===== config.mk =====
export PLATFORM = sky130hd
export DESIGN_NAME = fsm_010
export DESIGN_NICKNAME = d
export VERILOG_FILES = /design/src/rtl/fsm_pkg.sv /design/src/rtl/fsm_010.sv
export SDC_FILE = /design/constraint.sdc
export NUM_CORES = 1
export LEC_CHECK = 0
export CORE_AREA = 2 2 39 41
export DETAILED_ROUTE_END_ITERATION = 10
export DIE_AREA = 0 0 41 43
export GPL_ROUTABILITY_DRIVEN = 0
export GPL_TIMING_DRIVEN = 0
export PLACE_DENSITY = 0.78
export SETUP_SLACK_MARGIN = 0.2
export SLEW_MARGIN = 0
export SYNTH_ARGS = -nofsm -noshare
export SYNTH_HDL_FRONTEND = slang
export SYNTH_SLANG_ARGS = --single-unit

===== constraint.sdc =====
create_clock -name clk -period 2.7 [get_ports clk]
set_input_delay 0.405 -clock clk [delete_from_list [all_inputs] [get_ports clk]]
set_output_delay 0.405 -clock clk [all_outputs]
set_load 0.01 [all_outputs]

===== src/rtl/fsm_pkg.sv =====
// Shared types for the "010" sequence detector, used by the RTL and by the bench.
`timescale 1ns/1ps
package fsm_pkg;

    typedef enum logic [1:0] {
        IDLE  = 2'd0,
        ZERO  = 2'd1,
        ONE   = 2'd2,
        STORE = 2'd3
    } state_e;

endpackage


===== src/rtl/fsm_010.sv =====
// Moore detector for the serial pattern "010".
// It counts one detection for each edge that is taken while in STORE.
`timescale 1ns/1ps
module fsm_010
    import fsm_pkg::*;
#(
    parameter int COUNT_WIDTH = 10
) (
    input  logic                   clk,
    input  logic                   rst,
    input  logic                   x,
    output logic                   y,
    output logic [COUNT_WIDTH-1:0] users_count
);

    state_e state_q;
    state_e state_d;

    always_ff @(posedge clk or negedge rst) begin
        if (!rst) begin
            state_q <= IDLE;
        end else begin
            state_q <= state_d;
        end
    end

    always_comb begin
        state_d = state_q;
        case (state_q)
            IDLE:    state_d = x ? IDLE : ZERO;
            ZERO:    state_d = x ? ONE  : ZERO;
            ONE:     state_d = x ? IDLE : STORE;
            STORE:   state_d = x ? IDLE : ZERO;
            default: state_d = IDLE;
        endcase
    end

    assign y = (state_q == STORE);

    // The count lags y by one edge and wraps freely.
    always_ff @(posedge clk or negedge rst) begin
        if (!rst) begin
            users_count <= '0;
        end else if (state_q == STORE) begin
            users_count <= users_count + COUNT_WIDTH'(1);
        end
    end

endmodule


==> results of run 1 <==
[layout by cell type, fill, tap and decap left out]
cell / synthesis / final
mux2_2: 1 / 1
nor3_1: 1 / 1
nand4_1: 3 / 3
nor2_1: 5 / 5
nand2_1: 8 / 8
clkbuf_8: 0 / 1
clkdlybuf4s50_1: 0 / 13
clkbuf_4: 0 / 3
nor3_2: 2 / 2
xnor2_1: 3 / 3
ha_1: 4 / 4
dfrtp_1: 12 / 12
nand4_2: 1 / 1
xor2_1: 6 / 6
inv_1: 2 / 2
[area by class of cell]
class                   count  area [µm²]
clock buffers               4        36.3
fillers                   142         644
multi-input cells          34         245
flip-flops and latches     12         300
well taps                  16        20.0
inverters                   2        7.51
repair buffers             13         130
[routing by layer]
| metal | vias to the layer above | track usage |
|---|---|---|
| li1 | 192 | - |
| met1 | 175 | 0.147 |
| met2 | 11 | 0.191 |
| met3 | 0 | 0.0471 |
| met4 | 0 | 0.0400 |
| met5 | - | 0 |
[stage by stage]
step	setup WS (ps)	std cells	total power, mW	cell area, µm²	util
2_1_floorplan	1390	48	0.356	553	-
3_5_place_dp	1010	77	0.449	703	0.508
4_1_cts	708	81	0.592	739	0.534
6_report	729	81	0.581	739	0.534
3_3_place_gp	1030	77	0.440	703	0.508
5_1_grt	657	81	0.629	739	0.534
[critical path, delay by kind of cell, from the launching register on]
kind | cells | cell delay (ps)
adder cells (fa/ha/maj) | 1 | 320
buffers and inverters | 1 | 590
flip-flops | 1 | 380
[path summary, 6_finish.rpt]
check	startpoint	end	slack [ps]	cells after the start
min in group asynchronous	rst	users_count[5]	480	1
hold reg to reg	users_count[9]	users_count[9]	470	1
setup reg to reg	state_q[1]	users_count[8]	1310	4
max in group asynchronous	rst	state_q[0]	1880	1
setup / recovery	state_q[1]	y	730	2
hold / removal	users_count[9]	users_count[9]	470	1
[flip-flops by register name, indices dropped and copies added (netlist names)]
register     count
users_count     10
state_q          2
[report_power, final]
part	leakage, nW	switching [mW]	internal [mW]
registers	0.160	0.0534	0.218
logic	0.175	0.0705	0.0998
clock network	0.0210	0.0575	0.0818
total	0.355	0.181	0.400
[cells by family (layout without fill, tap and decap cells)]
| kind of cell | after synthesis | in the layout | share of synthesized area |
|---|---|---|---|
| adder cells (fa/ha/maj) | 4 | 4 | 0.0905 |
| XOR/XNOR | 9 | 9 | 0.143 |
| multiplexers | 1 | 1 | 0.0204 |
| AND/OR/NAND/NOR | 20 | 20 | 0.190 |
| buffers and inverters | 2 | 19 | 0.0136 |
| flip-flops | 12 | 12 | 0.543 |
==> flow_summary.yaml, run 1 <==
worst_setup_path:
  cp-end-kind: "output port"
  crit_chain: "ha_1, clkdlybuf4s50_1"
  critPathMaxFanout: 7
  required_ps: 2300
  start_kind: "register"
  cp_slowest_cell: "clkdlybuf4s50_1"
  crit_path_max_incr_delay_ps: 590
  critical_path_class: "reg -> out"
  arrival_ps: 1570
yosys:
  yosysTopAreaCellShare: 0.543
  synth_seq_cells: 12
  synth_most_common_cell: "dfrtp_1"
  async_flop_share: 1.00
  synth.avg_cell_area_um2: 11.5
  syn_area_um2: 553
  synth_ff_type: "dfrtp_1"
  synth_edf_count: 0
  seq_area_frac_synth: 0.543
  synth_fp_nets: 55
  ys_top_cells_by_area: "dfrtp_1 (54%), xor2_1 (9.5%), ha_1 (9.0%), nand2_1 (5.4%), xnor2_1 (4.8%)"
  syn_inst: 48
  synthTopCellsByCount: "dfrtp_1 (12), nand2_1 (8), xor2_1 (6), nor2_1 (5), ha_1 (4)"
  yosys.cell_types.count: 12
  yosys_warnings: 0
  yosys.area.top_type: "dfrtp_1"
detailed_routing:
  drt-met1-wl_um: 410
  routed-wl-met2_um: 402
  routed-via-count: 378
  wl_um: 861
  drtIter0Drc: 1
  firstDrtPassIters: 2
  drc: 0
  dr_wl_met3_um: 48
  viasPerCell: 4.67
  top_layer: "met3"
  ant_nets: 0
  post_drt_wl_per_cell_um: 10.6
finish:
  layout-drive-gt1-share: 0.123
  antenna_cells: 0
  synthToLayoutAreaGrowth_pct: 33.7
  fin_nets: 73
timing:
  finalCritPeriodShare: 0.730
  hold_violations: 0
  setup_viol_count_final: 0
  fmax_mhz: 507
  whs_ps: 469
  rsz0062_at_grt: "false"
  fin_skew_ps: 3.39
  tns_ps: 0
  final_max_slew_viol_count: 0
  tightest_slew_ps: 512
  min_period_ps: 1970
  max_slew_margin: 0.658
global_routing:
  grtUsageTotal: 0.122
  gr-total-overflow: 0
  antenna_found_initial: 0
  first_global_vias: 363
  grt_first_pass_wirelength_um: 1460
  grt_max_degree: 13
cts:
  clkLatencyLatePin_ps: 260
  htree_levels: 1
  post-cts-setup-buffers: 0
  cts_root_buf: "clkbuf_4"
  numCtsBuffers: 3
  cts_sinks: 12
  tritoncts: "built"
  clockBufferDepth: 2
  clk_pin_slew_ps: 80
  hold_buffers: 0
  cts_resized: 0
die:
  rows: 14
  io_pins: 14
  die_x_um: 41
  start_util: 0.400
  die_area_um2: 1760
  die_h_um: 43
  core_um2: 1380
pwr:
  power_density_nw_per_um2: 786
  leakage_nw: 0.355
  ir_drop_mv: 0.398
worst_hold_path:
  hold_class: "reg -> reg"
placed_design:
  dpl.hpwl_um: 676
  numPortBuffers: 13
run:
  drv_cap: 0
outcome:
  status: "finished clean"
Note: power is estimated with default switching activity, not from simulation.
==> run 2, diff against run 1 <==
- CORE_AREA: 2 2 39 41 -> unset
- CORE_MARGIN: unset -> 2
- CORE_UTILIZATION: unset -> 41
- DIE_AREA: 0 0 41 43 -> unset
- PLACE_DENSITY: 0.78 -> 0.8
- clock period: 2.7 -> 1.7 ns (I/O delays scaled with it)
==> run 2 against run 1 <==
  * Utilization grew 9.1 points
  * Clock skew grew 2.6 ps
  * Global-route usage grew 6.7 points
  * Via count grew 19%
  * Largest power group unchanged
  * Critical endpoint is now users_count[1]
  * Critical path type unchanged
  * Die area shrank 5.9%
  * Critical path depth shrank 1
==> flow_summary.yaml, run 2 (same netlist as run 1, synthesis figures left out) <==
timing:
  setup_viol_count_final: 0
  fin_skew_ps: 5.96
  finalCritPeriodShare: 0.839
  tightest_slew_ps: 531
  rsz0062_at_grt: "false"
  max_slew_margin: 0.645
  hold_violations: 0
  fmax_mhz: 701
  final_max_slew_viol_count: 0
  min_period_ps: 1430
  tns_ps: 0
cts:
  tritoncts: "built"
  cts_root_buf: "clkbuf_4"
  clockBufferDepth: 2
  hold_buffers: 0
  htree_levels: 1
  cts_sinks: 12
  clk_pin_slew_ps: 70
  clkLatencyLatePin_ps: 270
  numCtsBuffers: 3
worst_setup_path:
  cp_slowest_cell: "clkdlybuf4s50_1"
  r2r_end: "users_count[9]"
  cp_num_buf_inv: 1
  crit_family: "buffers and inverters"
  r2r_setup_slack_ps: 320
  start_kind: "register"
  critPathMaxFanout: 2
  critical_path_class: "reg -> out"
  crit_path_max_incr_delay_ps: 540
  crit_chain: "clkdlybuf4s50_1"
  cp-end-kind: "output port"
  rr_worst_depth: 5
  arrival_ps: 1170
  r2r_start: "state_q[0]"
  required_ps: 1440
global_routing:
  grt_first_pass_wirelength_um: 1900
  antenna_found_initial: 0
  first_global_vias: 414
  gr-total-overflow: 0
  grtUsageTotal: 0.189
  grt_max_degree: 13
detailed_routing:
  post_drt_wl_per_cell_um: 13.1
  ant_nets: 0
  viasPerCell: 5.16
  firstDrtPassIters: 4
  drtIter0Drc: 6
  drc: 0
  routed-via-count: 449
  wl_um: 1140
finish:
  top_register: "users_count"
  fin_cells: 87
  layout-drive-gt1-share: 0.250
  mostFrequentLayoutCells: "dfrtp_1 (10), nand2_1 (8), buf_4 (8), clkdlybuf4s50_1 (7), xor2_1 (6)"
  reg.largest.list: "users_count x10, state_q x2"
  finalCoreUtilization: 0.625
  synthToLayoutAreaGrowth_pct: 45.2
  fillers: 113
  largest_register_ffs: 10
  antenna_cells: 0
  fin_nets: 81
  final_common_cell: "dfrtp_1"
die:
  io_pins: 14
  die_area_um2: 1660
  core_um2: 1280
  die_h_um: 40.7
  rows: 13
  start_util: 0.430
  die_x_um: 40.7
pwr:
  power_density_nw_per_um2: 1200
  p_total_uw: 965
  leakage_nw: 0.455
  ir_drop_mv: 0.683
outcome:
  status: "finished clean"
run:
  drv_cap: 0
placed_design:
  dpl.hpwl_um: 749
  numPortBuffers: 13
  dp_cells: 76
worst_hold_path:
  hold_class: "in -> async"
-- run 2: cell types whose count changed in the layout (fill, tap and decap cells not counted), sizes merged --
cell | before | now
clkbuf | 4 | 3
dlymetal6s2s | 0 | 3
clkdlybuf4s50 | 13 | 7
dlygate4sd2 | 0 | 3
buf | 0 | 8
-- run 2: worst max-delay path by stage --
stage	start	endpoint	cells past startpoint
after floorplan	state_q[0]	users_count[8]	4
after global placement	state_q[0]	y	2
after detailed placement	state_q[0]	y	2
after CTS	users_count[6]	users_count[6]	1
after global routing	state_q[0]	users_count[8]	5
final	users_count[1]	users_count[1]	1
-- run 2: cell type report --
cell class	instances	area, µm²	area share
clock buffers	3	22.5	0.0280
inverters	2	7.51	0.00935
multi-input cells	34	258	0.321
flip-flops and latches	12	303	0.377
well taps	15	18.8	0.0234
repair buffers	21	194	0.241
-- run 2: timing repair --
item                                    in CTS  in global routing
pin swaps                                    1                  0
endpoints found under the setup margin       7                  3
resized for setup                            7                  3
buffers inserted                             6                  2
-- run 2: power by group --
part           switching [mW]  internal [mW]  total (mW)
logic                   0.175          0.210       0.385
registers              0.0556          0.351       0.407
clock network          0.0908         0.0820       0.173
total                   0.322          0.643       0.965
-- run 2: layer usage --
metal  vias to the layer above  part of all wire  track usage
met3                         4             0.062       0.0815
li1                        207                 -            -
met2                        18              0.53        0.302
met4                         0             0.022        0.100
met5                         -                 0            0
met1                       220              0.39        0.210
-- run 2: per-stage QoR --
step | instance area [µm²] | hold WS, ps | setup slack, ps
finish | 803 | 326 | 274
global route | 803 | 363 | 213
CTS | 781 | 344 | 206
detailed placement | 702 | 457 | 143
global placement | 702 | 455 | 172
floorplan | 553 | -40.6 | 387
==> run 3, diff against run 2 <==
- CORE_AREA: unset -> 2 2 39 41
- CORE_MARGIN: 2 -> unset
- CORE_UTILIZATION: 41 -> unset
- DIE_AREA: unset -> 0 0 41 43
- PLACE_DENSITY: 0.8 -> 0.78
- clock period: 1.7 -> 1.4 ns (I/O delays scaled with it)
==> run 3 against run 2 <==
  * Hold slack got worse by 48 ps
  * Global-route usage fell by 3.7 points
  * Routed wire length fell by 0.35%
  * Combinational power rose by 38%
  * Worst setup slack got worse by 110 ps
  * Utilization rose by 1.2 points
  * Final cell count rose by 9.2%
  * Sequential power rose by 17%
  * Clock power rose by 64%
  * Sequential share of layout area fell by 3.5 points
  * Clock skew fell by 2.0 ps
==> flow_summary.yaml, run 3 (same netlist as run 1, synthesis figures left out) <==
finish:
  largest_register_ffs: 10
  fillers: 129
  layout-drive-gt1-share: 0.367
  reg.largest.list: "users_count x10, state_q x2"
  fin_nets: 87
  final_common_cell: "buf_4"
  mostFrequentLayoutCells: "buf_4 (13), dfrtp_1 (11), nand2_1 (7), dlygate4sd2_1 (7), xor2_1 (6)"
  synthToLayoutAreaGrowth_pct: 59.5
  antenna_cells: 0
  final_area_um2: 882
  top_register: "users_count"
timing:
  fin_skew_ps: 3.96
  tns_ps: 0
  min_period_ps: 1240
  rsz0062_at_grt: "true"
  finalCritPeriodShare: 0.885
  setup_viol_count_final: 0
  fmax_mhz: 807
  final_max_slew_viol_count: 0
  max_slew_margin: 0.636
  hold_violations: 0
  tightest_slew_ps: 544
  whs_ps: 278
  setup_ws_ps: 161
global_routing:
  grtUsageTotal: 0.151
  grt_max_degree: 13
  gr-total-overflow: 0
  first_global_vias: 435
  antenna_found_initial: 0
  grt_first_pass_wirelength_um: 1700
detailed_routing:
  routed-via-count: 478
  drc: 0
  firstDrtPassIters: 3
  ant_nets: 0
  viasPerCell: 5.03
  wl_um: 1130
  post_drt_wl_per_cell_um: 11.9
  drtIter0Drc: 15
run:
  drv_cap: 0
cts:
  cts_sinks: 12
  clockBufferDepth: 2
  hold_buffers: 0
  numCtsBuffers: 3
  tritoncts: "built"
  clk_pin_slew_ps: 80
  htree_levels: 1
  cts_root_buf: "clkbuf_4"
  clkLatencyLatePin_ps: 280
outcome:
  status: "finished clean"
die:
  io_pins: 14
  core_um2: 1380
  die_h_um: 43
  die_area_um2: 1760
  rows: 14
  start_util: 0.400
  die_x_um: 41
worst_setup_path:
  cp_slowest_cell: "dfrtp_1"
  start_kind: "register"
  required_ps: 1600
  crit_chain: "ha_4, buf_12, nand4_4, nor3_2, xor2_1"
  critPathMaxFanout: 5
  cp-end-kind: "register"
  critical_path_class: "reg -> reg"
  arrival_ps: 1440
  crit_path_max_incr_delay_ps: 410
pwr:
  swShare: 0.330
  power_density_nw_per_um2: 1460
  p_clk_frac: 0.219
  p_int_uw: 865
  comb_power_share: 0.411
  p_total_mw: 1.29
  p_sw_uw: 427
  ir_drop_mv: 0.836
  leakage_nw: 0.485
  seq_power_share: 0.370
placed_design:
  dpl-instance-area_um2: 716
  dpl.hpwl_um: 716
  dpl_worst_slack_ps: 38.6
  numPortBuffers: 13
worst_hold_path:
  hold_class: "in -> async"
-- run 3: cell count changes in the layout (fill, tap and decap cells not counted), moves of 2 or more --
cell	change
buf_4	+5
clkdlybuf4s15_1	+3
clkdlybuf4s50_1	-5
dlygate4sd2_1	+4
dlymetal6s2s_1	-3
nor2_1	-2
nor2_2	+2
-- run 3: through the flow --
stage	utilization	std cells
2_1_floorplan	-	48
3_3_place_gp	0.517	77
3_5_place_dp	0.517	77
4_1_cts	0.596	92
5_1_grt	0.637	95
6_report	0.637	95
-- run 3: critical path, delay by kind of cell, from the launching register on --
kind                     cells  cell delay [ps]
adder cells (fa/ha/maj)      1              180
AND/OR/NAND/NOR              2              300
buffers and inverters        1              110
XOR/XNOR                     1              160
flip-flops                   1              410
-- run 3: area by class of cell --
type,instances,area (µm²),share of cell area
Sequential cell,12,302,0.342
Tap cell,16,20.0,0.0227
Multi-Input combinational cell,34,283,0.321
Timing Repair Buffer,27,234,0.265
Clock buffer,4,36.3,0.0411
Inverter,2,7.51,0.00851
-- run 3: routing by layer --
metal  track usage  routed length (µm)  vias to the layer above
met1         0.144                 403                      240
met4         0.120                  25                        0
met5             0                   0                        -
met2         0.247                 665                       13
li1              -                   -                      221
met3        0.0471                  39                        4
-- run 3: final timing paths --
path | startpoint | to | slack [ps] | cells after the start
min in group clk | users_count[9] | users_count[9] | 470 | 1
max | state_q[1] | users_count[9] | 160 | 5
max in group asynchronous | rst | users_count[0] | 730 | 1
min reg2reg | users_count[9] | users_count[9] | 470 | 1
min | rst | users_count[3] | 280 | 1
max reg2reg | state_q[1] | users_count[9] | 160 | 5
-- run 3: power groups by stage --
stage | Sequential (mW) | Combinational [mW] | Clock (mW)
4_1_cts | 0.470 | 0.475 | 0.294
2_1_floorplan | 0.550 | 0.151 | 0
3_3_place_gp | 0.539 | 0.327 | 0
5_1_grt | 0.482 | 0.584 | 0.308
3_5_place_dp | 0.544 | 0.335 | 0
6_report | 0.478 | 0.531 | 0.283
-- run 3: timing repair --
item,CTS,global route
pin swaps,2,5
setup endpoints to repair,16,11
resized for setup,13,10
buffers inserted,11,3
